**config.mk**
```make
export PLATFORM = sky130hd
export DESIGN_NAME = booth_r8_encode_stage
export DESIGN_NICKNAME = d
export VERILOG_FILES = /design/src/rtl/booth_r8_pkg.sv /design/src/rtl/booth_r8_digit_enc.sv /design/src/rtl/booth_r8_encode_stage.sv
export SDC_FILE = /design/constraint.sdc
export NUM_CORES = 1
export LEC_CHECK = 0
export CAP_MARGIN = 25
export CORE_MARGIN = 8
export CORE_UTILIZATION = 40
export CTS_CLUSTER_SIZE = 10
export DETAILED_ROUTE_END_ITERATION = 8
export PLACE_DENSITY_LB_ADDON = 0.3
export SKIP_CTS_REPAIR_TIMING = 1
export SYNTH_ARGS = -nofsm -noshare
export SYNTH_HDL_FRONTEND = slang
export SYNTH_SLANG_ARGS = --single-unit
```
**constraint.sdc**
```tcl
create_clock -name CLK -period 13.3 [get_ports CLK]
set_input_delay 1.33 -clock CLK [delete_from_list [all_inputs] [get_ports CLK]]
set_output_delay 1.33 -clock CLK [all_outputs]
set_load 0.05 [all_outputs]
```
**src/rtl/booth_r8_pkg.sv**
```systemverilog
// Shared types and constants for the radix-8 Booth encode front end.
package booth_r8_pkg;

    localparam int WIDTH_DEFAULT = 32;

    // One select bundle per digit group: one-hot magnitude plus negate.
    typedef struct packed {
        logic s;
        logic d;
        logic t;
        logic q;
        logic n;
    } sel_t;

    typedef enum logic [2:0] {
        MAG_0 = 3'd0,
        MAG_1 = 3'd1,
        MAG_2 = 3'd2,
        MAG_3 = 3'd3,
        MAG_4 = 3'd4
    } mag_e;

    localparam sel_t SEL_ZERO = '0;

    function automatic int group_cnt(input int width);
        return (width >> 2) + 3;
    endfunction

endpackage

```
**src/rtl/booth_r8_digit_enc.sv**
```systemverilog
// Combinational radix-8 Booth digit encoder: 4-bit window -> {s, d, t, q, n}.
module booth_r8_digit_enc
    import booth_r8_pkg::*;
(
    input  logic [3:0] win,
    output sel_t       sel
);

    mag_e mag;

    // NOTE: every combinational output gets a default before the case so no latch is inferred.
    always_comb begin
        mag = MAG_0;
        case (win)
            4'b0000, 4'b1111: mag = MAG_0;
            4'b0001, 4'b0010,
            4'b1101, 4'b1110: mag = MAG_1;
            4'b0011, 4'b0100,
            4'b1011, 4'b1100: mag = MAG_2;
            4'b0101, 4'b0110,
            4'b1001, 4'b1010: mag = MAG_3;
            4'b0111, 4'b1000: mag = MAG_4;
            default:          mag = MAG_0;
        endcase

        sel   = SEL_ZERO;
        sel.s = (mag == MAG_1);
        sel.d = (mag == MAG_2);
        sel.t = (mag == MAG_3);
        sel.q = (mag == MAG_4);
        // Digit zero is never flagged negative, so 4'b1111 yields all-zero selects.
        sel.n = win[3] && (mag != MAG_0);
    end

endmodule

```
**src/rtl/booth_r8_encode_stage.sv**
```systemverilog
// Two-stage valid/ready front end: S1 captures operands, S2 holds Booth selects, my and 3*my.
module booth_r8_encode_stage
    import booth_r8_pkg::*;
#(
    parameter int WIDTH     = WIDTH_DEFAULT,
    parameter int GROUP_CNT = group_cnt(WIDTH)
) (
    input  logic                 CLK,
    input  logic                 RST,
    input  logic                 in_valid,
    output logic                 in_ready,
    input  logic [WIDTH-1:0]     mx,
    input  logic [WIDTH-1:0]     my,
    output logic                 out_valid,
    input  logic                 out_ready,
    output logic [GROUP_CNT-1:0] s,
    output logic [GROUP_CNT-1:0] d,
    output logic [GROUP_CNT-1:0] t,
    output logic [GROUP_CNT-1:0] q,
    output logic [GROUP_CNT-1:0] n,
    output logic [WIDTH-1:0]     my_o,
    output logic [WIDTH+1:0]     tmy
);

    localparam int XE_W = 3 * GROUP_CNT + 1;

    logic                 v1_q, v1_d;
    logic [WIDTH-1:0]     mx1_q, mx1_d;
    logic [WIDTH-1:0]     my1_q, my1_d;
    logic                 v2_q, v2_d;
    logic [GROUP_CNT-1:0] s_q, s_d, d_q, d_d, t_q, t_d, q_q, q_d, n_q, n_d;
    logic [WIDTH-1:0]     my_o_q, my_o_d;
    logic [WIDTH+1:0]     tmy_q, tmy_d;

    logic load1, load2;
    logic [XE_W-1:0] xe;
    sel_t enc [GROUP_CNT];

    // x[-1] = 0 at the bottom, zero padding above the MSB keeps the top digit non-negative.
    assign xe = XE_W'({mx1_q, 1'b0});

    for (genvar g = 0; g < GROUP_CNT; g++) begin : g_enc
        booth_r8_digit_enc u_enc (
            .win (xe[3*g +: 4]),
            .sel (enc[g])
        );
    end

    always_comb begin
        load2 = !v2_q || out_ready;
        load1 = !v1_q || load2;

        v1_d   = v1_q;
        mx1_d  = mx1_q;
        my1_d  = my1_q;
        v2_d   = v2_q;
        s_d    = s_q;
        d_d    = d_q;
        t_d    = t_q;
        q_d    = q_q;
        n_d    = n_q;
        my_o_d = my_o_q;
        tmy_d  = tmy_q;

        if (load1) begin
            v1_d = in_valid;
            if (in_valid) begin
                mx1_d = mx;
                my1_d = my;
            end
        end

        if (load2) begin
            v2_d = v1_q;
            if (v1_q) begin
                for (int g = 0; g < GROUP_CNT; g++) begin
                    s_d[g] = enc[g].s;
                    d_d[g] = enc[g].d;
                    t_d[g] = enc[g].t;
                    q_d[g] = enc[g].q;
                    n_d[g] = enc[g].n;
                end
                my_o_d = my1_q;
                tmy_d  = {2'b00, my1_q} + {1'b0, my1_q, 1'b0};
            end
        end
    end

    // NOTE: data registers are reset too because the array input must read zero while reset is held.
    always_ff @(posedge CLK or posedge RST) begin
        if (RST) begin
            v1_q   <= 1'b0;
            mx1_q  <= '0;
            my1_q  <= '0;
            v2_q   <= 1'b0;
            s_q    <= '0;
            d_q    <= '0;
            t_q    <= '0;
            q_q    <= '0;
            n_q    <= '0;
            my_o_q <= '0;
            tmy_q  <= '0;
        end else begin
            // NOTE: non-blocking assignments so every flop samples pre-edge values.
            v1_q   <= v1_d;
            mx1_q  <= mx1_d;
            my1_q  <= my1_d;
            v2_q   <= v2_d;
            s_q    <= s_d;
            d_q    <= d_d;
            t_q    <= t_d;
            q_q    <= q_d;
            n_q    <= n_d;
            my_o_q <= my_o_d;
            tmy_q  <= tmy_d;
        end
    end

    assign in_ready  = load1;
    assign out_valid = v2_q;
    assign s         = s_q;
    assign d         = d_q;
    assign t         = t_q;
    assign q         = q_q;
    assign n         = n_q;
    assign my_o      = my_o_q;
    assign tmy       = tmy_q;

endmodule

```
==> metrics.md, run 1 <==
| Metric | Value |
|---|---|
| RD Place Congestion | `0.884` |
| CP arrival | `2840 ps` |
| Yosys warns | `0` |
| Placed instance count | `1416` |
| Total track usage | `0.169` |
| Share of post-route cells with drive strength above 1 | `0.102` |
| Max-cap violations | `0` |
| Nets | `1238` |
| Fin. Hold Viols | `0` |
| Hold depth | `2` |
| Largest net degree at the start of global routing | `116` |
| Post-Synth Adder-Cell Area | `0.0723` |
| Vias post-DR | `7490` |
| Syn_nets | `1074` |
| Sink Count | `185` |
| Die H | `170 µm` |
| Worst relative slew slack | `0.349` |
| R2r setup slk | `10450 ps` |
| Mapped Cells | `952` |
| Num rows | `56` |
| Ports | `191` |
| XOR/XNOR Fraction of Synth Area | `0.0260` |
| CORE AREA | `23300 µm²` |
| Clock Tree Root | `clkbuf_16` |
| Layout Utilization | `0.522` |
| Initial antenna violation count | `1` |
| Setup Skew | `18.3 ps` |
| Die width | `170 µm` |
| PortBufs | `189` |
| R2R Path End | `tmy[31]$_DFFE_PP0P_` |
| Post-Layout Cell Count | `1449` |
| R2r startpoint | `my1_q[1]$_DFFE_PP0P_` |
| Area leader, netlist | `dfrtp_1` |
| Tmin final | `4170 ps` |
| Post-Syn Area | `9450 µm²` |
| Hold Path Origin | `my_o[12]$_DFFE_PP0P_` |
| Vias in the first global route | `7548` |
| Share of the yosys chip area belonging to registers | `0.490` |
| Clock buffer depth | `2` |
| Routed vias/inst | `5.17` |
| TritonCTS clock tree | `yes` |
| Simple-Gate Fraction of Synth Area | `0.148` |
| Static leakage | `5.35 nW` |
| Num CTS Buffers | `17` |
| Worst Path Max Fanout | `3` |
| Per-cell routed wire length | `16.5 µm` |
| Most used DFF post-synth | `dfrtp_1` |
| Mean Syn Cell Area | `9.92 µm²` |
| Mux contribution to synthesized area | `0.0796` |
| Critical path type | `in -> out` |
| Top-area cell type share of the netlist area | `0.490` |
| Number of synthesized flops with an enable pin | `0` |
| Post-synthesis register bit count | `185` |
| Clock transition at path regs | `70 ps` |
| Worst VDD drop | `0.0897 mV` |
| Status | `complete, no violations` |
| Remaining global-route overflow | `0` |
| Synth unique cells | `61` |
| Final Cycle Share | `0.313` |
| DR DRC count | `0` |
| Hold Path End | `my_o[12]$_DFFE_PP0P_` |
| Final setup violation count | `0` |
| Share of flip-flops with an asynchronous set or reset | `1.00` |
| Worst Max-Slew Pin Slew | `976 ps` |
| Die area | `28800 µm²` |
| Post-route cell area | `12200 µm²` |
| Top post-synthesis cells by area | `dfrtp_1 49%, nand2_1 8.8%, mux2_2 7.7%, ha_1 7.0%, o31ai_1 3.6%` |
| Critical path origin | `out_ready` |
| First-pass GRT wire length | `39.7 mm` |
| RSZ-0062 raised after global routing | `false` |
| TNS Setup | `0 ps` |
| Worst EP required | `11970 ps` |
| Pwr dens | `204 nW/µm²` |
| DP HPWL | `17.0 mm` |
| WL final | `23.9 mm` |
| Drt first pass iters | `4` |
| Initial Util | `0.405` |
| Final Max Tran Viols | `0` |
| Hold WC Path Type | `reg -> reg` |
| Main combinational cell family by area after synthesis | `compound AO/OA/AOI/OAI gates` |
| Antenna viol nets, final | `0` |
| Worst Reg-to-Reg Cells | `9` |
| Layout area overhead | `29.0%` |
| Clk_lat worst skew | `430 ps` |
| Fin Hold WS | `474 ps` |
| CP Capture Type | `output port` |
| Iter 0 DRT Violations | `574` |
| Fmax | `0.240 GHz` |
| Post-place instance area | `11600 µm²` |
| Compound-gate portion of the synthesized area | `0.150` |
| Startpoint types | `primary input` |
| H-Tree Depth | `4` |
-- area by class of cell --
type,count,area (µm²)
Multi-Input combinational cell,686,4520
Clock inverter,14,156
Clock buffer,18,429
Inverter,34,135
Antenna cell,1,2.50
Sequential cell,185,4630
Tap cell,319,399
Timing Repair Buffer,192,1910
Fill cell,2111,11100
-- synth_stat cells, drive strengths merged, types with 10 or more instances --
library cell and number:
mux2 65, xnor2 11, a31oi 13, ha 53, nand3 22, dfrtp 185
inv 34, o31ai 46, a21oi 35, o21bai 10, a21o 10, nand4 15
nor2 29, nand2 222, clkbuf 38, o21ai 59, xor2 17
-- flip-flops by register name (all words and copies together), names as in the netlist --
| signal | flops |
|---|---|
| v1_q | 1 |
| my_o | 32 |
| d | 11 |
| tmy | 33 |
| n | 10 |
| out_valid | 1 |
| s | 11 |
| t | 11 |
| mx1_q | 32 |
| my1_q | 32 |
| q | 11 |
-- metrics by stage --
| stage | worst slack (ps) | total power [mW] |
|---|---|---|
| floorplan | 6940 | 1.60 |
| global placement | 9160 | 1.98 |
| detailed placement | 9140 | 1.99 |
| CTS | 9130 | 2.51 |
| global route | 9070 | 2.62 |
| finish | 9130 | 2.48 |
-- cells by family (layout without fill, tap and decap cells) --
kind of cell / after synthesis / after routing
buffers and inverters: 81 / 258
adder cells (fa/ha/maj): 54 / 54
multiplexers: 67 / 67
AND/OR/NAND/NOR: 325 / 325
XOR/XNOR: 28 / 28
other: 1 / 2
AO/OA/AOI/OAI: 211 / 211
flip-flops: 185 / 185
-- critical path: stages --
cell             delay [ps]
clkdlybuf4s50_1         460
nand3b_1                200
clkdlybuf4s50_1         850
-- power breakdown --
group	leakage (nW)	internal [mW]	switching (mW)
clock	0.281	0.267	0.243
combinational	2.80	0.403	0.768
sequential	2.27	0.702	0.100
-- worst max path at each step --
stage                            end  slack (ps)  cells after the start
floorplan           d[0]$_DFFE_PP0P_        6940                      1
CTS                         in_ready        9130                      3
global placement            in_ready        9160                      3
finish                      in_ready        9130                      3
global route                in_ready        9070                      3
detailed placement          in_ready        9140                      3
-- metal layers --
metal,track usage,routed length [µm]
met4,0.0504,432
met2,0.266,10900
met3,0.0377,1260
met5,0,0
met1,0.229,11300
-- cells in the final DEF (no fill, tap or decap), types with 3 or more instances in the layout --
cell               n
o21a_1             7
clkbuf_16         17
nor2_1            29
a31oi_1           12
o21ai_1            7
o21bai_1          10
a21oi_1           35
xnor2_1           11
buf_4              3
ha_1              53
dfrtp_1          185
xor2_1            17
nand4_1           15
inv_6              4
nor3b_1            9
inv_1             33
nand2b_1           5
o21ai_0           52
o31ai_1           45
mux2_2            65
nand2_1          219
clkdlybuf4s50_1  189
o211ai_1           3
a21o_1            10
a211oi_1           7
nor3_1             8
nand3_1           22
inv_8              4
clkinv_4           3
Note: power is estimated with default switching activity, not from simulation.
==> run 2, diff against run 1 <==
- clock period: 13.3 -> 3.4 ns (I/O delays scaled with it)
==> run 2 against run 1 <==
  * Register-to-register slack got worse by 9900 ps
  * Cell count grew 0.28%
  * Non-clock buffer count is 6 higher
  * Sequential share of layout area shrank 0.15 points
  * First-iteration DRC count down 4.9%
  * Clock power rose to 3.8 times the previous value
  * Sequential power rose to 3.9 times the previous value
  * Utilization up 0.21 points
  * Critical endpoint is now tmy[29]$_DFFE_PP0P_
  * Largest cell class unchanged
==> metrics.md, run 2 (same netlist as run 1, synthesis figures left out) <==
| Metric | Value |
|---|---|
| CORE AREA | `23300 µm² (unchanged)` |
| Place WS | `700 ps (-8440 ps)` |
| Final worst slack | `600 ps (-8540 ps)` |
| Initial antenna violation count | `0 (-1)` |
| Clock Tree Root | `clkbuf_16` |
| R2r startpoint | `my1_q[1]$_DFFE_PP0P_` |
| Worst Max-Slew Pin Slew | `616 ps (-360 ps)` |
| Remaining global-route overflow | `0 (unchanged)` |
| Vias in the first global route | `7409 (-1.8%)` |
| Final Max Tran Viols | `0 (unchanged)` |
| Worst EP required | `3730 ps (-8240 ps)` |
| Iter 0 DRT Violations | `546 (-4.9%)` |
| Ports | `191 (unchanged)` |
| N_diodes | `0 (-1)` |
| TritonCTS clock tree | `yes` |
| Largest net degree at the start of global routing | `108 (-6.9%)` |
| Die area | `28800 µm² (unchanged)` |
| Setup Skew | `17.6 ps (-0.691 ps)` |
| Post-route cell area | `12200 µm² (+0.40%)` |
| Clock buffer depth | `2 (unchanged)` |
| Initial Util | `0.405 (unchanged)` |
| Status | `complete, no violations` |
| CP arrival | `3130 ps (+290 ps)` |
| Routed vias/inst | `5.15 (-0.44%)` |
| Antenna viol nets, final | `0 (unchanged)` |
| Nets | `1244 (+0.48%)` |
| Tmin final | `2800 ps` |
| WL final | `23.9 mm (about the same)` |
| Clock transition at path regs | `70 ps (about the same)` |
| TNS Setup | `0 ps (unchanged)` |
| Placed instance count | `1421 (+0.35%)` |
| Sink Count | `185 (unchanged)` |
| Total track usage | `0.167 (-0.00182)` |
| H-Tree Depth | `4 (unchanged)` |
| Num CTS Buffers | `17 (unchanged)` |
| Startpoint types | `register` |
| Pwr dens | `789 nW/µm² (+290%)` |
| Max FFs per register | `33 (unchanged)` |
| Die H | `170 µm (unchanged)` |
| Fin Hold WS | `310 ps (-165 ps)` |
| Critical path origin | `my1_q[1]$_DFFE_PP0P_` |
| DP HPWL | `17.4 mm (+2.7%)` |
| Max-cap violations | `0 (unchanged)` |
| CP Capture Type | `register` |
| Fmax | `0.357 GHz` |
| Clk_lat worst skew | `430 ps (about the same)` |
| Leading cell type in the layout, fill and taps excluded | `nand2_1` |
| Share of post-route cells with drive strength above 1 | `0.107 (+0.00484)` |
| Post-place instance area | `11700 µm² (+0.51%)` |
| Fin. Hold Viols | `0 (unchanged)` |
| Layout area overhead | `29.5%` |
| Vias post-DR | `7478 (-0.16%)` |
| Final Power | `9.66 mW (+290%)` |
| Static leakage | `5.39 nW (+0.68%)` |
| PortBufs | `189 (unchanged)` |
| Layout Utilization | `0.524 (+0.00209)` |
| Hold WC Path Type | `in -> async` |
| Commonest cells after routing, fill and taps aside | `219 x nand2_1, 189 x clkdlybuf4s50_1, 185 x dfrtp_1` |
| Post-Layout Cell Count | `1453 (+0.28%)` |
| Final setup violation count | `0 (unchanged)` |
| First-pass GRT wire length | `39.0 mm (-1.8%)` |
| RD Place Congestion | `0.874 (-1.2%)` |
| Critical path type | `reg -> reg` |
| Worst VDD drop | `0.429 mV (+380%)` |
| Die width | `170 µm (unchanged)` |
| Worst Path Max Fanout | `5 (+2)` |
| Drt first pass iters | `5 (+1)` |
| DR DRC count | `0 (unchanged)` |
| Num rows | `56 (unchanged)` |
| RSZ-0062 raised after global routing | `false` |
| Final Cycle Share | `0.824` |
| Per-cell routed wire length | `16.5 µm (-0.28%)` |
| Worst relative slew slack | `0.589 (+0.240)` |
[run 2: cell count changes in the layout (fill, tap and decap cells not counted)]
cell | previous run | this run
clkinv_8 | 1 | 0
diode_2 | 1 | 0
inv_6 | 4 | 6
clkinvlp_4 | 2 | 1
bufinv_16 | 1 | 0
buf_16 | 0 | 1
buf_4 | 3 | 6
clkinv_4 | 3 | 2
clkbuf_1 | 1 | 0
buf_12 | 0 | 2
clkinv_2 | 0 | 2
[run 2: final timing paths]
check,to,slack [ps],depth (start not counted)
max in group asynchronous,tmy[32]$_DFFE_PP0P_,2480,3
min in group CLK,n[0]$_DFFE_PP0P_,480,2
setup reg to reg,tmy[29]$_DFFE_PP0P_,600,9
setup / recovery,tmy[29]$_DFFE_PP0P_,600,9
hold / removal,mx1_q[5]$_DFFE_PP0P_,310,3
hold reg to reg,n[0]$_DFFE_PP0P_,480,2
[run 2: routing by layer]
metal,track usage,vias up,part of all wire
met1,0.230,3587,0.47
met2,0.263,198,0.45
met3,0.0398,12,0.063
li1,-,3681,-
met5,0,-,0
met4,0.0385,0,0.0084
[run 2: area by class of cell]
class	count	area, µm²
clock buffers	17	425
clock inverters	14	125
fillers	2129	11100
inverters	34	131
multi-input cells	686	4520
flip-flops and latches	185	4630
well taps	319	399
repair buffers	198	2000
[run 2: worst max-delay path, stage by stage (launching register included)]
cell      delay, ps
dfrtp_1         440
ha_1            260
fa_1            440
a211oi_1        450
nor4_1          140
nor3_1          200
a21oi_1         150
o211ai_1        290
nand2_1         130
o211ai_1        210
[run 2: power by group]
part	internal, mW	switching [mW]
Sequential	2.75	0.402
Combinational	1.59	3.00
Clock	0.968	0.953
